`src/rtl/conv_pkg.sv`:
```
// Shared types and defaults for the convolution layer sequencer.
package conv_pkg;

  // Sequencer states; M0 -> CN -> KRN repeats per kernel, DONE is a one-cycle exit.
  typedef enum logic [2:0] {
    IDLE = 3'd0,
    M0   = 3'd1,
    CN   = 3'd2,
    KRN  = 3'd3,
    DONE = 3'd4
  } seq_state_t;

  localparam int WDT_CYCLES_DEFAULT = 1024;
  localparam int CNT_WIDTH_DEFAULT  = 8;
  localparam int K_PARAMS_DEFAULT   = 16;

  // Bits needed to count 0..n-1, never less than one.
  function automatic int cnt_bits(input int n);
    return (n > 1) ? $clog2(n) : 1;
  endfunction

endpackage

```
`src/rtl/conv_seq_ctrl_if.sv`:
```
// Bundle between the layer controller (master) and the sequencer (slave).
//
// Signalling: there is no valid/ready pair. i_start is a level sampled on the
// clock edge and is honoured only when the sequencer is idle (o_busy=0);
// i_stall=1 means "downstream not ready" and freezes the sequencer for that
// cycle, forcing every phase enable low. A phase enable high at an edge means
// the address generator consumed that phase step on that edge.
interface conv_seq_ctrl_if
  import conv_pkg::*;
#(
  parameter int K_PARAMS  = K_PARAMS_DEFAULT,
  parameter int CNT_WIDTH = CNT_WIDTH_DEFAULT
);
  logic                 i_start;
  logic                 i_abort;
  logic                 i_stall;
  logic [CNT_WIDTH-1:0] i_n_channels;
  logic [CNT_WIDTH-1:0] i_n_kernels;
  logic                 i_end_kernel;
  logic [K_PARAMS-1:0]  i_w;
  logic                 o_enb_M0;
  logic                 o_enb_CN;
  logic                 o_enb_K;
  logic [CNT_WIDTH-1:0] o_kernel_idx;
  logic                 o_busy;
  logic                 o_done;
  logic                 o_err;
  logic [K_PARAMS-1:0]  o_w;

  modport master (
    output i_start, i_abort, i_stall, i_n_channels, i_n_kernels, i_end_kernel, i_w,
    input  o_enb_M0, o_enb_CN, o_enb_K, o_kernel_idx, o_busy, o_done, o_err, o_w
  );

  modport slave (
    input  i_start, i_abort, i_stall, i_n_channels, i_n_kernels, i_end_kernel, i_w,
    output o_enb_M0, o_enb_CN, o_enb_K, o_kernel_idx, o_busy, o_done, o_err, o_w
  );
endinterface

```
`src/rtl/conv_wdt.sv`:
```
// Per-kernel watchdog: counts K-phase enables and flags the last allowed one.
module conv_wdt
  import conv_pkg::*;
#(
  parameter int WDT_CYCLES = WDT_CYCLES_DEFAULT
) (
  input  logic clk,
  input  logic rst,
  input  logic clr,
  input  logic inc,
  output logic limit
);
  localparam int W = cnt_bits(WDT_CYCLES);
  localparam logic [W-1:0] ONE_W   = W'(1);
  localparam logic [W-1:0] LAST_W  = W'(WDT_CYCLES - 1);

  logic [W-1:0] cnt_d, cnt_q;

  // Clear wins over increment so a new kernel always starts from zero.
  always_comb begin
    cnt_d = cnt_q;
    if (clr) begin
      cnt_d = '0;
    end else if (inc) begin
      cnt_d = cnt_q + ONE_W;
    end
  end

  // Counter register.
  always_ff @(posedge clk) begin
    if (rst) begin
      cnt_q <= '0;
    end else begin
      cnt_q <= cnt_d;
    end
  end

  // High while the current enable would be the WDT_CYCLES-th of this kernel.
  assign limit = (cnt_q == LAST_W);

endmodule

```
`src/rtl/conv_seq_ctrl.sv`:
```
// Layer sequencer: walks M0 -> CN -> K for each kernel, counts kernels,
// reports done or a sticky watchdog error.
module conv_seq_ctrl
  import conv_pkg::*;
#(
  parameter int K_PARAMS   = K_PARAMS_DEFAULT,
  parameter int CNT_WIDTH  = CNT_WIDTH_DEFAULT,
  parameter int WDT_CYCLES = WDT_CYCLES_DEFAULT
) (
  input  logic             clk,
  input  logic             rst,
  conv_seq_ctrl_if.slave   bus,
  output seq_state_t       o_dbg_state
);
  localparam logic [CNT_WIDTH-1:0] CNT_ONE = CNT_WIDTH'(1);

  seq_state_t           state_d, state_q;
  logic [CNT_WIDTH-1:0] n_ch_d, n_ch_q;
  logic [CNT_WIDTH-1:0] n_k_d, n_k_q;
  logic [CNT_WIDTH-1:0] ch_cnt_d, ch_cnt_q;
  logic [CNT_WIDTH-1:0] idx_d, idx_q;
  logic                 err_d, err_q;
  logic                 active;
  logic                 wdt_clr, wdt_inc, wdt_limit;
  logic [K_PARAMS-1:0]  w_pass;

  // A stalled cycle is a frozen cycle: no enable, no progress.
  assign active = !bus.i_stall;

  // Enables decode only the registered state and the stall, never the end flag.
  assign bus.o_enb_M0     = (state_q == M0)  && active;
  assign bus.o_enb_CN     = (state_q == CN)  && active;
  assign bus.o_enb_K      = (state_q == KRN) && active;
  assign bus.o_busy       = (state_q != IDLE);
  assign bus.o_done       = (state_q == DONE);
  assign bus.o_err        = err_q;
  assign bus.o_kernel_idx = idx_q;
  assign o_dbg_state      = state_q;

  // Kernel-geometry word goes straight through to the address generator.
  assign w_pass  = bus.i_w;
  assign bus.o_w = w_pass;

  // Next-state and counter update; abort overrides everything except reset.
  always_comb begin
    state_d  = state_q;
    n_ch_d   = n_ch_q;
    n_k_d    = n_k_q;
    ch_cnt_d = ch_cnt_q;
    idx_d    = idx_q;
    err_d    = err_q;
    wdt_clr  = 1'b0;
    wdt_inc  = 1'b0;
    if (bus.i_abort) begin
      state_d  = IDLE;
      ch_cnt_d = '0;
      idx_d    = '0;
      wdt_clr  = 1'b1;
    end else begin
      case (state_q)
        IDLE: begin
          if (bus.i_start) begin
            n_ch_d   = bus.i_n_channels;
            n_k_d    = bus.i_n_kernels;
            err_d    = 1'b0;
            idx_d    = '0;
            ch_cnt_d = '0;
            wdt_clr  = 1'b1;
            state_d  = (bus.i_n_kernels == '0) ? DONE : M0;
          end
        end
        M0: begin
          if (active) begin
            state_d = (n_ch_q == '0) ? KRN : CN;
          end
        end
        CN: begin
          if (active) begin
            if (ch_cnt_q == n_ch_q - CNT_ONE) begin
              ch_cnt_d = '0;
              state_d  = KRN;
            end else begin
              ch_cnt_d = ch_cnt_q + CNT_ONE;
            end
          end
        end
        KRN: begin
          if (active) begin
            if (bus.i_end_kernel) begin
              // End flag beats a simultaneous watchdog limit.
              wdt_clr = 1'b1;
              if (idx_q == n_k_q - CNT_ONE) begin
                state_d = DONE;
              end else begin
                idx_d   = idx_q + CNT_ONE;
                state_d = M0;
              end
            end else if (wdt_limit) begin
              wdt_clr = 1'b1;
              err_d   = 1'b1;
              state_d = IDLE;
            end else begin
              wdt_inc = 1'b1;
            end
          end
        end
        DONE: begin
          // Not stall-gated so the done pulse is always exactly one cycle.
          state_d = IDLE;
        end
        default: begin
          state_d = IDLE;
        end
      endcase
    end
  end

  // State and counter registers.
  always_ff @(posedge clk) begin
    if (rst) begin
      state_q  <= IDLE;
      n_ch_q   <= '0;
      n_k_q    <= '0;
      ch_cnt_q <= '0;
      idx_q    <= '0;
      err_q    <= 1'b0;
    end else begin
      state_q  <= state_d;
      n_ch_q   <= n_ch_d;
      n_k_q    <= n_k_d;
      ch_cnt_q <= ch_cnt_d;
      idx_q    <= idx_d;
      err_q    <= err_d;
    end
  end

  conv_wdt #(
    .WDT_CYCLES(WDT_CYCLES)
  ) u_wdt (
    .clk   (clk),
    .rst   (rst),
    .clr   (wdt_clr),
    .inc   (wdt_inc),
    .limit (wdt_limit)
  );

endmodule

```
`src/flat_wrapper.sv`:
```
// flat-port wrapper written by rule: the top's interface ports become plain ports
module conv_seq_ctrl_flat import conv_pkg::*;
#(
  parameter int K_PARAMS   = K_PARAMS_DEFAULT,
  parameter int CNT_WIDTH  = CNT_WIDTH_DEFAULT,
  parameter int WDT_CYCLES = WDT_CYCLES_DEFAULT
)
  (clk, rst, o_dbg_state, bus_i_start, bus_i_abort, bus_i_stall, bus_i_n_channels, bus_i_n_kernels, bus_i_end_kernel, bus_i_w, bus_o_enb_M0, bus_o_enb_CN, bus_o_enb_K, bus_o_kernel_idx, bus_o_busy, bus_o_done, bus_o_err, bus_o_w);
  conv_seq_ctrl_if #(.K_PARAMS(K_PARAMS), .CNT_WIDTH(CNT_WIDTH)) bus_i ();
  input  logic clk;
  input  logic rst;
  output seq_state_t o_dbg_state;
  input wire logic [$bits(bus_i.i_start)-1:0] bus_i_start;
  input wire logic [$bits(bus_i.i_abort)-1:0] bus_i_abort;
  input wire logic [$bits(bus_i.i_stall)-1:0] bus_i_stall;
  input wire logic [$bits(bus_i.i_n_channels)-1:0] bus_i_n_channels;
  input wire logic [$bits(bus_i.i_n_kernels)-1:0] bus_i_n_kernels;
  input wire logic [$bits(bus_i.i_end_kernel)-1:0] bus_i_end_kernel;
  input wire logic [$bits(bus_i.i_w)-1:0] bus_i_w;
  output wire logic [$bits(bus_i.o_enb_M0)-1:0] bus_o_enb_M0;
  output wire logic [$bits(bus_i.o_enb_CN)-1:0] bus_o_enb_CN;
  output wire logic [$bits(bus_i.o_enb_K)-1:0] bus_o_enb_K;
  output wire logic [$bits(bus_i.o_kernel_idx)-1:0] bus_o_kernel_idx;
  output wire logic [$bits(bus_i.o_busy)-1:0] bus_o_busy;
  output wire logic [$bits(bus_i.o_done)-1:0] bus_o_done;
  output wire logic [$bits(bus_i.o_err)-1:0] bus_o_err;
  output wire logic [$bits(bus_i.o_w)-1:0] bus_o_w;
  assign bus_i.i_start = bus_i_start;
  assign bus_i.i_abort = bus_i_abort;
  assign bus_i.i_stall = bus_i_stall;
  assign bus_i.i_n_channels = bus_i_n_channels;
  assign bus_i.i_n_kernels = bus_i_n_kernels;
  assign bus_i.i_end_kernel = bus_i_end_kernel;
  assign bus_i.i_w = bus_i_w;
  assign bus_o_enb_M0 = bus_i.o_enb_M0;
  assign bus_o_enb_CN = bus_i.o_enb_CN;
  assign bus_o_enb_K = bus_i.o_enb_K;
  assign bus_o_kernel_idx = bus_i.o_kernel_idx;
  assign bus_o_busy = bus_i.o_busy;
  assign bus_o_done = bus_i.o_done;
  assign bus_o_err = bus_i.o_err;
  assign bus_o_w = bus_i.o_w;
  conv_seq_ctrl #(.K_PARAMS(K_PARAMS), .CNT_WIDTH(CNT_WIDTH), .WDT_CYCLES(WDT_CYCLES)) u_core (.clk(clk), .rst(rst), .bus(bus_i), .o_dbg_state(o_dbg_state));
endmodule
```
`config.mk`:
```
export PLATFORM = sky130hd
export DESIGN_NAME = conv_seq_ctrl_flat
export DESIGN_NICKNAME = d
export VERILOG_FILES = /design/src/rtl/conv_pkg.sv /design/src/rtl/conv_seq_ctrl_if.sv /design/src/rtl/conv_wdt.sv /design/src/rtl/conv_seq_ctrl.sv /design/src/flat_wrapper.sv
export SDC_FILE = /design/constraint.sdc
export NUM_CORES = 1
export LEC_CHECK = 0
export BUFFER_PORTS_ARGS = -buffer_cell sky130_fd_sc_hd__buf_4
export CORE_ASPECT_RATIO = 1.2
export CORE_MARGIN = 2
export CORE_UTILIZATION = 33
export CTS_CLUSTER_DIAMETER = 120
export DETAILED_ROUTE_END_ITERATION = 8
export SYNTH_ARGS = -nofsm -noshare
export SYNTH_HDL_FRONTEND = slang
export SYNTH_SLANG_ARGS = --single-unit
```
`constraint.sdc`:
```
create_clock -name clk -period 8.1 [get_ports clk]
set_clock_uncertainty 0.2 [all_clocks]
set_input_delay 1.215 -clock clk [delete_from_list [all_inputs] [get_ports clk]]
set_output_delay 1.215 -clock clk [all_outputs]
set_load 0.005 [all_outputs]
```
==> results.txt, run 1 <==
The run finished with clean final reports. The number of buffers created by CTS is 5. In the post-synthesis netlist, the biggest area contributors are dfxtp_1, nand2_1, a21oi_1. The worst setup path is captured at an output pin.

The data arrival at the endpoint of the critical path is 1.80 ns. The synthesis warning total came out at 0. The number of synthesized flops with an enable pin came out at 0.

The total via count after detailed routing came out at 2552. The share of async-settable or async-resettable flops after synthesis came out at 0%. The detailed placement HPWL is 4.90 mm.

Buffers inserted to repair hold after CTS numbered 0. The total of fill cells in the finished design came out at 889. Setup repair after global routing left no endpoint under its margin. The required time at the endpoint of the critical path is 6.68 ns. The total power per unit cell area is 150 nW/um^2. The biggest area contributor in the post-synthesis netlist is dfxtp_1. The total track usage is 14.6%. The root buffer cell chosen for the clock tree is clkbuf_8. The unique cell type count in the Yosys netlist is 49.

The area of the die came out at 9330 um^2. The number of global-route vias before repair came to 2386. The most common cell in the synthesized netlist is nand2_1. The period utilization is 39.7%. In the routed layout, each cell is associated on average with a via count of 5.06.

The total detailed-routing wirelength came out at 6.48 mm. The final critical-path required period came out at 3.21 ns. The share of post-route cells with drive strength above 1 came out at 15.5%. The clock-pin slew on the worst setup and hold paths came out at 0.08 ns. The antenna diode count came out at 0.

For this design the static power due to leakage is 0.00117 uW. Timing would allow up to 311 MHz. The initial antenna violation count is 0.

The fraction of the yosys area taken by sequential cells is 32.6%. The number of core rows came out at 37. The maximum level of the CTS H-tree is 2. The relative area change from synthesis to final layout is 12.4%. The residual DRC count came out at 0. The synthesized netlist net count came out at 414.

The final weighted congestion in routability-driven placement is 0.801. The power after layout came out at 478 uW. The maximum resistive drop on vdd is 66.5 uV. The wire length of the first global-routing pass is 11.1 mm. The maximum clock insertion buffer count is 2. The mean post-synth cell area came out at 7.63 um^2. The utilization of the core after routing came out at 37.5%. The residual antenna-violating net count after detailed routing came out at 0. Synthesis produced 371 cells. The x dimension of the die came out at 88.5 um. The height of the chip is 105 um. The quantity of I/O buffers inserted on ports came out at 38. Counting every sink on the clock net gives 46. The final layout net count came out at 429. The worst setup path is launched from an input pin. The most used flip-flop cell after synthesis is dfxtp_1. In this run the tightest slew margin relative to its limit is 40.3%.

The number of optimization iterations in the first detailed-route pass came out at 4. The area inside the core boundary is 8470 um^2. The number of pins with negative max-slew slack in the final report is 0. The worst-skew pair later-pin latency is 0.30 ns. In this design, the stage delay of the slowest critical-path cell is 0.15 ns. TritonCTS built the clock tree. The overflow left after global routing came out at 0. Sorting the synthesized cells by how often they occur yields nand2_1, dfxtp_1, a21oi_1.

Entering global routing, the biggest net connects 20 pins. The number of synthesized register bits is 46. For the pin with the worst max-slew slack, the measured transition is 0.894 ns. The detailed router's first-iteration violation count came out at 121. On the critical path, the stage with the largest delay is an instance of nand3_1. Of all nets on the critical path, the largest fanout is 7. The final-report setup violation count is 0.

71 I/O pins were placed. The number of hold violations in the final report is 0. Post-CTS timing repair inserted 0 buffers for setup. The setup TNS came out at 0 ns. The number of max-capacitance violations reported came out at 0. The effective utilization at floorplan is 33.4%. The detail-routed net length per standard cell came out at 12.9 um. The total standard cell area after synthesis came out at 2830 um^2. The class of the most critical hold timing path is register to register. Walking the worst path, the cells encountered are buf_4, inv_1, nand3_1, inv_1, buf_4. The post-cts sizing count is 0. The setup path with the least slack is of type input pin to output pin. The share of the synthesized area in the top cell type is 32.6%.
final cells by class:
type                            count  area, um^2  share of cell area [%]
Multi-Input combinational cell    278        1650                    51.9
Sequential cell                    46         921                    29.0
Timing Repair Buffer               39         293                    9.21
Tap cell                          117         146                    4.60
Clock buffer                        6        72.6                    2.28
Inverter                           16        60.1                    1.89
Clock inverter                      2        37.5                    1.18
worst max-delay path: cells and delay by family:
family        cells  cell delay (ns)
buf+inv           4             0.44
simple gates      1             0.15
power breakdown:
group          internal (uW)  total, uW  switching (uW)  leakage, uW
clock                   92.2        175            82.9    0.0000514
combinational           29.6       65.4            35.8     0.000744
sequential               230        238            7.15     0.000372
worst paths after layout:
| kind | from | endpoint | slack, ns | cells past startpoint |
|---|---|---|---|---|
| hold / removal | u_core.n_k_q[7]$_SDFFE_PP0P_ | u_core.n_k_q[7]$_SDFFE_PP0P_ | 0.28 | 2 |
| setup / recovery | bus_i_stall | bus_o_enb_K | 4.89 | 5 |
| setup reg to reg | u_core.n_k_q[0]$_SDFFE_PP0P_ | u_core.bus.o_kernel_idx[7]$_SDFFE_PP0P_ | 4.94 | 9 |
| hold reg to reg | u_core.n_k_q[7]$_SDFFE_PP0P_ | u_core.n_k_q[7]$_SDFFE_PP0P_ | 0.28 | 2 |
stage by stage:
stage / hold slack (ns) / instance area (um^2) / cells / setup WS, ns
floorplan: 0.248 / 2830 / 371 / 5.01
global placement: 0.264 / 3070 / 496 / 4.68
detailed placement: 0.264 / 3070 / 496 / 4.63
CTS: 0.280 / 3180 / 504 / 4.86
global route: 0.306 / 3180 / 504 / 4.75
finish: 0.280 / 3180 / 504 / 4.89
layout by cell type (no fill, tap or decap), types with 5 or more instances in the layout:
master | synthesis | layout
nor3_1 | 12 | 12
a21oi_1 | 34 | 34
clkbuf_8 | 0 | 5
or4_1 | 5 | 5
dfxtp_1 | 46 | 46
or3_1 | 9 | 9
o21ai_0 | 8 | 8
nand3_1 | 16 | 16
or2_2 | 5 | 5
nor2_1 | 26 | 26
inv_1 | 16 | 16
ha_1 | 5 | 5
nand2_1 | 61 | 61
nand2b_1 | 5 | 5
xnor2_1 | 13 | 13
buf_4 | 17 | 39
nor4_1 | 6 | 6
xor2_1 | 18 | 18
nand4_1 | 9 | 9
state kept, by name, indices dropped and copies added, names as in the netlist:
register	flops
u_core.bus.o_err	1
u_core.n_k_q	8
u_core.n_ch_q	8
u_core.bus.o_kernel_idx	8
u_core.u_wdt.cnt_q	10
u_core.ch_cnt_q	8
u_core.o_dbg_state	3
routing by layer:
metal  track usage, %  share of wire, %
met1             19.6                48
met2             23.1                47
met3             2.58               3.7
met4             5.74               1.4
met5                0                 0
kinds of logic after synthesis:
group	synth area share, %
and+or+nand+nor	29.9
DFF	32.6
AOI/OAI and AO/OA	15.6
xor gates and xnor gates	9.60
muxes	1.06
adders and majority gates	2.21
buffers and inverters	9.15
No activity file was read; power rests on OpenSTA's default activity.
==> run 2, diff against run 1 <==
clock period = 2.62 ns   (was 8.1 ns; I/O delays follow)
==> run 2 against run 1 <==
Compared with the run above:
- worst setup slack got worse by 4.8 ns
- cell area rose by 8.5%
- non-clock buffer count increased by 23
- largest cell class unchanged
- cell count rose by 4.6%
- die area unchanged
- critical path depth increased by 2
- wire length up 6.1%
- first-iteration DRC count grew 19%
==> results.txt, run 2 (synthesis results as in run 1) <==
The via-per-instance ratio came out at 5.03. The total detailed-routing wirelength is 6.87 mm. In this run, post-CTS hold repair placed 0 buffers. The total track usage is 15.3%. The worst setup slack for register-to-register paths came out at 0.07 ns.

The number of hold violations in the final report came out at 0. The run finished with clean final reports. The initial antenna violation count was 0. The period utilization came out at 97.4%. The die is 105 um tall.

The maximum clock insertion buffer count is 2. Counting every sink on the clock net gives 46. The detailed placement HPWL is 5.27 mm. The number of flip-flops under the largest register name is 10. The x dimension of the die came out at 88.5 um. The number of global-route vias before repair is 2563. The tightest hold path in the finished design has a slack of 0.128 ns. The share of post-route cells with drive strength above 1 came out at 23.9%. The power after layout is 1550 uW. The worst setup path is captured at a register.

At the end of the flow, the number of nets in the layout was 452. The kind of critical path is register to register. Routability-driven placement finished with a final weighted congestion of 0.812. The quantity of I/O buffers inserted on ports came out at 38. The relative area change from synthesis to final layout came out at 21.9%. At the placement stage, the worst setup path has a slack of -0.0100 ns. The worst-skew pair later-pin latency came out at 0.30 ns.

Buffers inserted during clock tree synthesis total 5. The pin count of the biggest net entering global routing is 20. The CTS tree is built. The maximum resistive drop on vdd came out at 289 uV. At the pin with the least slew margin, the transition time is 0.588 ns. Ranked by flip-flop count, first place goes to u_core.u_wdt.cnt_q. Based on the critical path, the design can be clocked at up to 392 MHz.

The floorplan step defined a core boundary enclosing 8470 um^2. The detail-routed net length per standard cell came out at 13.0 um. In the routed design, unresolved DRC markers number 0.

Setup repair after global routing could not meet its margin everywhere. The area of the die came out at 9330 um^2. STA classifies the critical path startpoint as a register. The standby leakage power came out at 0.00131 uW. Along the worst path, the maximum fanout reaches 7. The source of the worst hold timing path is bus_i_n_channels[1].

Row generation in the floorplan step produced 37 rows. The first TritonRoute pass finished after 5 iterations. The maximum level of the CTS H-tree came out at 2. Across all setup checks in the final design, the least slack found is 0.0690 ns.

The required time at the endpoint of the critical path came out at 2.66 ns. Data on the critical path arrives at its endpoint at 2.59 ns. The startpoint identified for the worst register-to-register timing path is u_core.n_ch_q[0]$_SDFFE_PP0P_.

The number of pins with negative max-slew slack in the final report is 0. The number of max-capacitance violations reported is 0. The final-report setup violation count came out at 0. The path class of the tightest hold or removal check is input pin to register. The first global-routing pass estimated 11.6 mm of wire. The detailed router's first-iteration violation count is 144. The overflow left after global routing came out at 0. The residual antenna-violating net count after detailed routing came out at 0. The total via count after detailed routing is 2653. The most critical setup path has its startpoint at u_core.n_ch_q[0]$_SDFFE_PP0P_. 71 I/O pins were placed. In the layout the commonest cells are buf_4, nand2_1, dfxtp_1.

After clock tree synthesis, the clock-pin slew on the worst setup and hold paths is 0.09 ns. For this design the ratio of total power to cell area is 449 nW/um^2. In this run the clock root is driven by a clkbuf_8.

The most common cell after layout, fill and taps aside is buf_4. The effective utilization at floorplan came out at 33.4%. The antenna diode count is 0.

The worst path in the final design needs a cycle of 2.55 ns, including I/O delays and setup. The worst slew slack as a fraction of its limit is 60.5%.
[run 2: changes by cell type in the layout (fill, tap and decap cells not counted), sizes merged]
cell	delta
clkbuf	-1
inv	+1
buf	+23
[run 2: metrics by stage]
step           util, %  setup TNS, ns  instance area (um^2)  instances
2_1_floorplan        -              0                  2840        371
3_3_place_gp      38.3              0                  3250        518
3_5_place_dp      38.3        -0.0100                  3250        518
4_1_cts           39.8              0                  3370        526
5_1_grt           40.7        -0.0225                  3450        527
6_report          40.7              0                  3450        527
[run 2: path summary, 6_finish.rpt]
| kind | end | depth (start not counted) |
|---|---|---|
| max | u_core.ch_cnt_q[0]$_SDFFE_PP0P_ | 7 |
| min | u_core.n_ch_q[1]$_SDFFE_PP0P_ | 3 |
| max reg2reg | u_core.ch_cnt_q[0]$_SDFFE_PP0P_ | 7 |
| min reg2reg | u_core.u_wdt.cnt_q[6]$_SDFFE_PP0P_ | 2 |
[run 2: routing by layer]
layer  track usage, %  part of all wire, %
met1             20.0                   47
met2             25.6                   49
met3             2.27                  3.4
met4             4.55                 0.70
met5                0                    0
[run 2: repair_timing]
action / CTS / global route
setup buffers: 0 / 1
endpoints found under the hold margin: 0 / 0
gates resized for setup: 1 / 17
setup endpoints to repair: 2 / 18
pin swaps: 2 / 9
[run 2: area by class of cell]
cell class	count	area (um^2)
Clock buffer	5	68.8
Clock inverter	3	48.8
Tap cell	117	146
Multi-Input combinational cell	278	1730
Inverter	16	60.1
Sequential cell	46	927
Timing Repair Buffer	62	465
Fill cell	875	5020
[run 2: where the power goes]
group	switching (uW)	total [uW]	internal, uW
Sequential	15.1	727	712
Clock	271	562	291
Combinational	136	260	124
[run 2: worst max-delay path, cell delays in order, from the launching register on]
cell      delay (ns)
dfxtp_2         0.34
or4_4           0.56
or3_4           0.41
xnor2_2         0.15
a311oi_2        0.07
a41o_4          0.34
or3_4           0.33
a21oi_2         0.11
==> run 3, diff against run 2 <==
SETUP_SLACK_MARGIN = 0.15   (was unset)
==> run 3 against run 2 <==
Compared with the run above:
- wire length increased by 3.9%
- flip-flop and latch count unchanged
- die area did not move
- worst setup slack improved by 0.036 ns
- non-clock buffer count is 5 higher
- worst hold slack about the same
- highest routed layer unchanged
- global-route usage grew 0.34 points
- largest cell class unchanged
- sequential power hardly changed
- critical path depth stayed put
- via count up 1.8%
- fmax up 1.4%
- critical endpoint unchanged
==> results.txt, run 3 (synthesis results as in run 1) <==
The flow ran to the end, and the final reports show no timing, DRC or antenna violations. The required time at the endpoint of the critical path is 2.65 ns. The number of buffers created by CTS came out at 5. The overflow left after global routing is 0. The final-report setup violation count is 0.

For the pin with the worst max-slew slack, the measured transition is 0.681 ns. The worst-skew pair later-pin latency is 0.30 ns. The CTS tree is built. The delay of the slowest cell on the worst path is 0.56 ns.

The number of hold buffers added after CTS is 0. The via-per-instance ratio came out at 5.08. The final layout net count is 457. The worst hold slack after final layout came out at 0.128 ns. For this design the ratio of total power to cell area is 403 nW/um^2. For the finished layout, the period the worst path requires is 2.51 ns. The kind of cell with the highest combined delay along the critical path is simple AND/OR/NAND/NOR gates. The maximum resistive drop on vdd is 219 uV. The x dimension of the die came out at 88.5 um. STA classifies the critical path endpoint as a register. The final critical path takes up 96.0% of the cycle. The clock tree root driver cell is clkbuf_8. 71 I/O pins were placed.

In this run the worst hold path is classified as input pin to register. The number of cells after detailed placement is 512. The antenna diode count came out at 0.

Global routing used 15.6% of the available tracks across all layers. The maximum clock insertion buffer count is 2. The detail-routed net length per standard cell came out at 13.4 um. The net switching power figure is 409 uW.

Cells fill 42.3% of the core in the end. The total via count after detailed routing is 2700. The residual DRC count is 0. The number of pins with negative max-slew slack in the final report came out at 0. The buffering stage count on the worst path with inverters included came out at 0. The kind of start point of the critical path is a register. The share of total power in the clock network is 30.3%. The count of placed standard cells in the final layout, fillers left out is 532. The post-route worst setup slack came out at 0.105 ns. The library cell used most frequently in the layout, excluding fill and tap cells, is buf_4. Once detail routing completed, the nets flagged for antenna violations numbered 0.

On the critical path, the stage with the largest delay is an instance of or4_4. The die is 105 um tall. The effective utilization at floorplan came out at 33.4%. The top cell types in the final layout, fill and taps aside, are buf_4, nand2_1, dfxtp_1. The worst pin sits at a relative slew slack of 54.3%. The highest achievable clock rate is 398 MHz.

The first global-routing pass estimated 11.8 mm of wire. The signal on the critical path passes through or4_4, or3_4, xnor2_2, a311oi_2, a41o_4, or3_1, a21oi_2. The internal power summed over all cells is 1030 uW.

The share of post-route cells with drive strength above 1 came out at 28.4%. The standby leakage power is 0.00133 uW. The total of fill cells in the finished design came out at 861. The highest net fanout along the worst path came out at 7. The initial antenna violation count came out at 0. The clock-pin slew on the worst setup and hold paths came out at 0.09 ns.

The number of core rows is 37. The data arrival at the endpoint of the critical path came out at 2.54 ns. The die covers 9330 um^2. For this design, the sink count on the clock tree is 46. The maximum level of the CTS H-tree came out at 2. The detailed placement HPWL came out at 5.24 mm. The number of global-route vias before repair was 2550. The total detailed-routing wirelength came out at 7.14 mm. Combinational cells account for 19.2% of the total power. The final weighted congestion in routability-driven placement came out at 0.853. The number of hold violations in the final report is 0. The register with the most flip-flops in the final layout is u_core.u_wdt.cnt_q. The number of flip-flops under the largest register name came out at 10. Prior to clock tree synthesis, the placed netlist has a worst setup slack of -0.00598 ns. The pin count of the biggest net entering global routing came out at 20. Setup repair after global routing could not meet its margin everywhere. The quantity of I/O buffers inserted on ports came out at 38. The floorplan step defined a core boundary enclosing 8470 um^2. The number of optimization iterations in the first detailed-route pass came out at 4.

Net switching is 28.4% of the power. The detailed router finished its first iteration with 138 violations. Sequential cells burn 50.5% of the power. The number of max-capacitance violations reported came out at 0.

From synthesis to final layout, the design area changed by 26.5%. By startpoint and endpoint, the worst setup path is classified as register to register.
## run 3: repair_timing
action,CTS,global route
pin swaps,9,18
gates resized for setup,10,27
endpoints found under the hold margin,0,0
cloned,0,0
setup endpoints to repair,11,18
buffers inserted,5,7
## run 3: tightest hold or removal path, delay by kind of cell
family	cells	cell delay [ns]
and+or+nand+nor	1	0.05
buffers and inverters	1	0.11
AOI/OAI and AO/OA	1	0.05
## run 3: cell type report
class	count	area [um^2]	share of cell area (%)
clock buffers	5	68.8	1.92
inverters	16	60.1	1.68
repair buffers	67	514	14.4
flip-flops and latches	46	941	26.3
well taps	117	146	4.09
clock inverters	3	18.8	0.524
multi-input cells	278	1830	51.1
## run 3: stage by stage
step                      power, uW  setup TNS, ns  cell area, um^2
final                          1440              0             3580
after CTS                      1440              0             3400
after floorplan                 918              0             2880
after global placement          978              0             3240
after detailed placement        981       -0.00598             3240
after global routing           1520              0             3580
## run 3: power by group through the flow
| stage | registers [uW] | clock network (uW) | logic (uW) |
|---|---|---|---|
| after floorplan | 744 | 0 | 174 |
| after global placement | 745 | 0 | 232 |
| after detailed placement | 746 | 0 | 235 |
| after CTS | 729 | 460 | 252 |
| after global routing | 731 | 481 | 304 |
| final | 729 | 437 | 276 |
## run 3: worst paths after layout
path | start | end | slack, ns | depth (start not counted)
max | u_core.n_ch_q[2]$_SDFFE_PP0P_ | u_core.ch_cnt_q[0]$_SDFFE_PP0P_ | 0.11 | 7
min | bus_i_n_channels[1] | u_core.n_ch_q[1]$_SDFFE_PP0P_ | 0.13 | 3
max reg2reg | u_core.n_ch_q[2]$_SDFFE_PP0P_ | u_core.ch_cnt_q[0]$_SDFFE_PP0P_ | 0.11 | 7
min reg2reg | u_core.n_ch_q[1]$_SDFFE_PP0P_ | u_core.n_ch_q[1]$_SDFFE_PP0P_ | 0.29 | 2
## run 3: routing by layer
metal	share of wire, %	GRT usage, %	routed length (um)
met1	46	20.9	3290
met2	49	25.4	3510
met5	0	0	0
met3	4.1	3.37	290
met4	0.71	3.68	51
